$ cat src/rtl/cla_pkg.sv
// Shared definitions for the serial wide adder: slice width, FSM state
// encoding and a constant-evaluable ceil(log2) for counter sizing.
package cla_pkg;

  localparam int SLICE_W = 8;

  localparam logic [1:0] ST_IDLE = 2'd0;
  localparam logic [1:0] ST_RUN  = 2'd1;
  localparam logic [1:0] ST_DONE = 2'd2;

  typedef enum logic [1:0] {
    S_IDLE = ST_IDLE,
    S_RUN  = ST_RUN,
    S_DONE = ST_DONE
  } state_t;

  function automatic int clog2(input int v);
    int r;
    for (r = 0; (1 << r) < v; r++) begin
    end
    return r;
  endfunction

endpackage

$ cat src/rtl/cla_serial_wide_adder_if.sv
// Operand/result handshake bundle for the serial wide adder.
// Handshake: a transfer happens on a rising edge where valid and ready are both 1;
// the sender holds valid and its data stable until that edge, ready never waits on valid.
interface cla_serial_wide_adder_if #(
  parameter int NWORD = 4
);
  import cla_pkg::*;

  localparam int W = SLICE_W * NWORD;

  logic         in_valid;
  logic         in_ready;
  logic [W-1:0] a;
  logic [W-1:0] b;
  logic         out_valid;
  logic         out_ready;
  logic [W-1:0] sum;
  logic         c_out;

  modport master (
    output in_valid, a, b, out_ready,
    input  in_ready, out_valid, sum, c_out
  );

  modport slave (
    input  in_valid, a, b, out_ready,
    output in_ready, out_valid, sum, c_out
  );

endinterface

$ cat src/rtl/cla_8bit.sv
// 8-bit carry-lookahead adder with no carry-in; generate/propagate per bit.
module cla_8bit (
  input  logic [7:0] a,
  input  logic [7:0] b,
  output logic [7:0] sum,
  output logic       c_out
);

  logic [7:0] g;
  logic [7:0] p;
  logic [8:0] c;

  assign g = a & b;
  assign p = a ^ b;

  always_comb begin
    c = '0;
    for (int i = 0; i < 8; i++) begin
      c[i+1] = g[i] | (p[i] & c[i]);
    end
  end

  assign sum   = p ^ c[7:0];
  assign c_out = c[8];

endmodule

$ cat src/rtl/cla_serial_wide_adder.sv
// Multi-cycle wide adder: one 8-bit CLA slice per clock, LSB first, with a
// registered inter-slice carry injected through a second cla_8bit stage.
module cla_serial_wide_adder
  import cla_pkg::*;
#(
  parameter int NWORD = 4
) (
  input  logic                    clk,
  input  logic                    rst,
  cla_serial_wide_adder_if.slave  bus,
  output logic [1:0]              dbg_state
);

  localparam int W  = SLICE_W * NWORD;
  localparam int CW = (clog2(NWORD) < 1) ? 1 : clog2(NWORD);

  state_t                 state;
  state_t                 state_nx;
  logic [W-1:0]           a_sh;
  logic [W-1:0]           b_sh;
  logic [W-1:0]           sum_q;
  logic                   carry;
  logic                   c_out_q;
  logic [CW-1:0]          count;
  logic                   last;

  logic [SLICE_W-1:0]     s1;
  logic [SLICE_W-1:0]     s2;
  logic                   c1;
  logic                   c2;

  cla_8bit u_add (
    .a     (a_sh[SLICE_W-1:0]),
    .b     (b_sh[SLICE_W-1:0]),
    .sum   (s1),
    .c_out (c1)
  );

  // Carry injection: c1 and c2 are mutually exclusive, so OR gives the slice carry.
  cla_8bit u_inj (
    .a     (s1),
    .b     ({7'b0, carry}),
    .sum   (s2),
    .c_out (c2)
  );

  assign last = (count == CW'(NWORD - 1));

  always_comb begin
    state_nx = state;
    case (state)
      S_IDLE:  if (bus.in_valid)  state_nx = S_RUN;
      S_RUN:   if (last)          state_nx = S_DONE;
      S_DONE:  if (bus.out_ready) state_nx = S_IDLE;
      default:                    state_nx = S_IDLE;
    endcase
  end

  always_ff @(posedge clk) begin
    if (rst) begin
      state   <= S_IDLE;
      a_sh    <= '0;
      b_sh    <= '0;
      sum_q   <= '0;
      carry   <= 1'b0;
      c_out_q <= 1'b0;
      count   <= '0;
    end else begin
      state <= state_nx;
      case (state)
        S_IDLE: begin
          if (bus.in_valid) begin
            a_sh  <= bus.a;
            b_sh  <= bus.b;
            carry <= 1'b0;
            count <= '0;
          end
        end
        S_RUN: begin
          a_sh  <= a_sh >> SLICE_W;
          b_sh  <= b_sh >> SLICE_W;
          // Slices enter at the top so slice 0 lands at the bottom after NWORD steps.
          sum_q <= {s2, sum_q[W-1:SLICE_W]};
          carry <= c1 | c2;
          if (last) begin
            c_out_q <= c1 | c2;
          end else begin
            count <= count + 1'b1;
          end
        end
        default: ;
      endcase
    end
  end

  assign bus.in_ready  = (state == S_IDLE);
  assign bus.out_valid = (state == S_DONE);
  assign bus.sum       = sum_q;
  assign bus.c_out     = c_out_q;
  assign dbg_state     = state;

endmodule

$ cat src/flat_wrapper.sv
// flat-port wrapper written by rule: the top's interface ports become plain ports
module cla_serial_wide_adder_flat import cla_pkg::*;
#(
  parameter int NWORD = 4
)
  (clk, rst, dbg_state, bus_in_valid, bus_a, bus_b, bus_out_ready, bus_in_ready, bus_out_valid, bus_sum, bus_c_out);
  cla_serial_wide_adder_if #(.NWORD(NWORD)) bus_i ();
  input  logic clk;
  input  logic rst;
  output logic [1:0] dbg_state;
  input wire logic [$bits(bus_i.in_valid)-1:0] bus_in_valid;
  input wire logic [$bits(bus_i.a)-1:0] bus_a;
  input wire logic [$bits(bus_i.b)-1:0] bus_b;
  input wire logic [$bits(bus_i.out_ready)-1:0] bus_out_ready;
  output wire logic [$bits(bus_i.in_ready)-1:0] bus_in_ready;
  output wire logic [$bits(bus_i.out_valid)-1:0] bus_out_valid;
  output wire logic [$bits(bus_i.sum)-1:0] bus_sum;
  output wire logic [$bits(bus_i.c_out)-1:0] bus_c_out;
  assign bus_i.in_valid = bus_in_valid;
  assign bus_i.a = bus_a;
  assign bus_i.b = bus_b;
  assign bus_i.out_ready = bus_out_ready;
  assign bus_in_ready = bus_i.in_ready;
  assign bus_out_valid = bus_i.out_valid;
  assign bus_sum = bus_i.sum;
  assign bus_c_out = bus_i.c_out;
  cla_serial_wide_adder #(.NWORD(NWORD)) u_core (.clk(clk), .rst(rst), .bus(bus_i), .dbg_state(dbg_state));
endmodule
$ cat config.mk
export PLATFORM = sky130hd
export DESIGN_NAME = cla_serial_wide_adder_flat
export DESIGN_NICKNAME = d
export VERILOG_FILES = /design/src/rtl/cla_pkg.sv /design/src/rtl/cla_serial_wide_adder_if.sv /design/src/rtl/cla_8bit.sv /design/src/rtl/cla_serial_wide_adder.sv /design/src/flat_wrapper.sv
export SDC_FILE = /design/constraint.sdc
export NUM_CORES = 1
export LEC_CHECK = 0
export CORE_MARGIN = 5
export CORE_UTILIZATION = 45
export CTS_CLUSTER_DIAMETER = 40
export DETAILED_ROUTE_END_ITERATION = 12
export DONT_BUFFER_PORTS = 1
export HOLD_SLACK_MARGIN = 0.1
export PLACE_DENSITY_LB_ADDON = 0.2
export SLEW_MARGIN = 20
export SYNTH_ARGS = -nofsm -noshare
export SYNTH_HDL_FRONTEND = slang
export SYNTH_SLANG_ARGS = --single-unit
export TNS_END_PERCENT = 1
$ cat constraint.sdc
create_clock -name clk -period 5.8 [get_ports clk]
set_input_delay 1.45 -clock clk [delete_from_list [all_inputs] [get_ports clk]]
set_output_delay 1.45 -clock clk [all_outputs]
set_load 0.01 [all_outputs]
==> impl_metrics.toml <==
[outcome]
status = "finished, final reports clean"

[timing]
fmax_mhz = 232
setup_viol = 0
hold_viol = 0
tightest_slew_ns = 0.897
fin_crit_sh_pct = 74.4
final.setup.tns_ns = 0
post-route-min-period_ns = 4.32
clock_skew_ns = 0.00882
max_slew_margin_pct = 40.2
rsz0062_at_grt = "false"
slew_violations = 0

[clocking]
clockBufferDepth = 2
cts_resized = 0
cts_hold_buf = 0
htree_levels = 3
root_buffer = "clkbuf_8"
cts.sinks = 102
numCtsBuffers = 9
path_clk_slew_ns = 0.09
post_cts_buffers = 0
clock_latency_ns = 0.35
cts_tree = "built"

[yosys]
yosysWarnings = 0
syn_nets = 602
ys_seq_elements = 102
synth_top_area_share_pct = 46.7
muxShareOfSynthArea_pct = 0
synth-adder-area-share_pct = 6.07
synth_top_area_cell = "dfxtp_1"
async_reset_ff_share_pct = 0
synth_area_per_cell_sq_um = 8.46
synth_top_family_by_area = "compound AO/OA/AOI/OAI gates"
synth_edf_count = 0
synth_cell_types = 28
synth_ff_type = "dfxtp_1"
yosys.area_share.simple_pct = 15.8
synth_area_sq_mm = 0.00437
synth-compound-area-share_pct = 24.0
synth.yosys.seq_area_share_pct = 46.7
yosys-top-cells-area = "dfxtp_1 (47%), nand2_1 (9.8%), a21oi_1 (9.5%)"
synth-xor-area-share_pct = 0
syn_inst = 517

[global_route]
antenna_found_initial = 0
grt-ovfl-total = 0
grt_use_total_pct = 17.8
grt_pass1_wl_mm = 16.5
grt_max_degree = 103
grt_pass1_vias = 3242

[power_and_ir_drop]
switching_share_pct = 26.4
power_density_mw_per_mm2 = 327
p_clk_share_pct = 35.9
power_frac_seq_pct = 51.9
intPower_mw = 1.10
combPwrFrac_pct = 12.2
p_leak_nw = 1.75
max-vdd-ir-drop_uv = 169
switchingPower_mw = 0.395

[layout]
fill_cells = 1013
multiInputGateArea_sq_mm = 0.00203
layout-drive-gt1-share_pct = 7.54
insertedDiodeCount = 0
seq_area_sq_mm = 0.00204
fin_util_pct = 47.5
areaGrowthSynthToFinish_pct = 4.81
finalNetCount = 571
fin_area_sq_mm = 0.00458

[critical_path]
crit_type = "register to register"
crit_fanout = 2
worstPathRequired_ns = 6.01
cp-start-kind = "register"
critPathCaptureType = "register"
cp.arrival_ns = 4.53

[placement]
io_buffers = 0
finalWeightedCongestion = 0.737
dp_hpwl_mm = 6.74
place_area_sq_mm = 0.00433

[floorplan]
core_sq_mm = 0.00964
fp-row-count = 36
initial_core_util_pct = 45.4
die-width_um = 109
pin_count = 105
die_h_um = 109
die_area_sq_mm = 0.0118

[route]
ant_nets = 0
dr.pass1.iters = 4
drc = 0
routed_wl_mm = 10.2
via_per_inst = 5.37
drt_iter0_drc = 250
dr_total_vias = 3348
routedWlPerCell_um = 16.3

[job]
maxCapViolCount = 0

[hold_path]
hp-class = "register to register"
-- kinds of logic (layout without fill, tap and decap cells) --
family | count (synthesis) | in the layout
AND/OR/NAND/NOR | 177 | 177
AO/OA/AOI/OAI | 155 | 155
flip-flops | 102 | 102
buffers and inverters | 66 | 40
adder cells (fa/ha/maj) | 17 | 17
-- stage by stage --
step                hold WS [ns]  total power, mW  setup slack [ns]  cells
floorplan                  0.436            0.956              1.64    517
global placement           0.455            0.976              1.51    608
detailed placement         0.466            0.980              1.45    608
CTS                        0.480             1.52              1.44    624
global route               0.508             1.58              1.26    624
finish                     0.488             1.50              1.48    624
-- registers in the layout, indices dropped and copies added (netlist names) --
register,count
u_core.a_sh,32
u_core.b_sh,32
u_core.bus.sum,32
u_core.count,2
u_core.dbg_state,2
u_core.bus.c_out,1
u_core.carry,1
-- power groups by stage --
stage	sequential (mW)	clock, mW	combinational (mW)
global placement	0.793	0	0.183
CTS	0.778	0.556	0.187
floorplan	0.785	0	0.172
detailed placement	0.795	0	0.186
finish	0.778	0.538	0.184
global route	0.785	0.582	0.216
-- layout by cell type, fill, tap and decap left out --
cell and n:
buf_4 2, o21bai_4 1, o21ba_2 1, inv_1 22, a221oi_2 2, inv_8 1, clkbuf_1 1, bufinv_16 3
or3b_2 1, a211oi_1 26, nor2b_1 1, nand3_1 1, inv_6 1, a21oi_2 1, o21ai_0 1, a211oi_2 9
or3_1 1, fa_1 7, a21oi_1 83, a22oi_1 17, nand2_1 114, nor2_1 56, nor2b_4 1, ha_1 10
clkinvlp_4 1, nor3b_4 1, dfxtp_1 102, a311oi_2 2, o211ai_1 2, clkbuf_8 9, nand2b_4 1, a221oi_1 10
-- worst paths after layout --
path | cells past startpoint | slack [ns] | startpoint | to
worst max-delay path | 13 | 1.48 | u_core.a_sh[0] | u_core.bus.c_out
worst min-delay path | 2 | 0.49 | u_core.carry | u_core.carry
worst max register to register | 13 | 1.48 | u_core.a_sh[0] | u_core.bus.c_out
worst min register to register | 2 | 0.49 | u_core.carry | u_core.carry
-- final cells by class --
type                    instances  share of cell area [%]
clock inverters                 6                    2.57
repair buffers                  2                   0.328
clock buffers                  10                    2.78
well taps                     133                    3.63
inverters                      22                    1.80
flip-flops and latches        102                    44.6
multi-input cells             349                    44.3
-- synthesized netlist by cell type (2+ instances only) --
master and number:
nand2_1 114, dfxtp_1 102, a21oi_1 83, nor2_1 56, a211oi_1 26, buf_2 22
inv_1 22, a22oi_1 17, clkbuf_1 11, a221oi_1 10, ha_1 10, a211oi_2 9
buf_4 8, fa_1 7, buf_6 3, a221oi_2 2, a311oi_2 2, nor2b_1 2
o211ai_1 2
-- layer usage --
metal  up-vias  track usage (%)  part of all wire, %
met5         -                0                    0
met4         0             3.52                 0.56
met3         5             6.69                  7.5
met2        73             28.3                   46
met1      1574             23.2                   45
li1       1696                -                    -
-- critical path: stages (launching register included) --
cell,delay [ns]
dfxtp_1,0.35
ha_1,0.14
inv_1,0.05
fa_1,0.44
fa_1,0.45
fa_1,0.46
fa_1,0.46
fa_1,0.46
fa_1,0.42
inv_1,0.09
fa_1,0.40
ha_1,0.23
nor2_1,0.11
a311oi_2,0.11
Note: power is estimated with default switching activity, not from simulation.
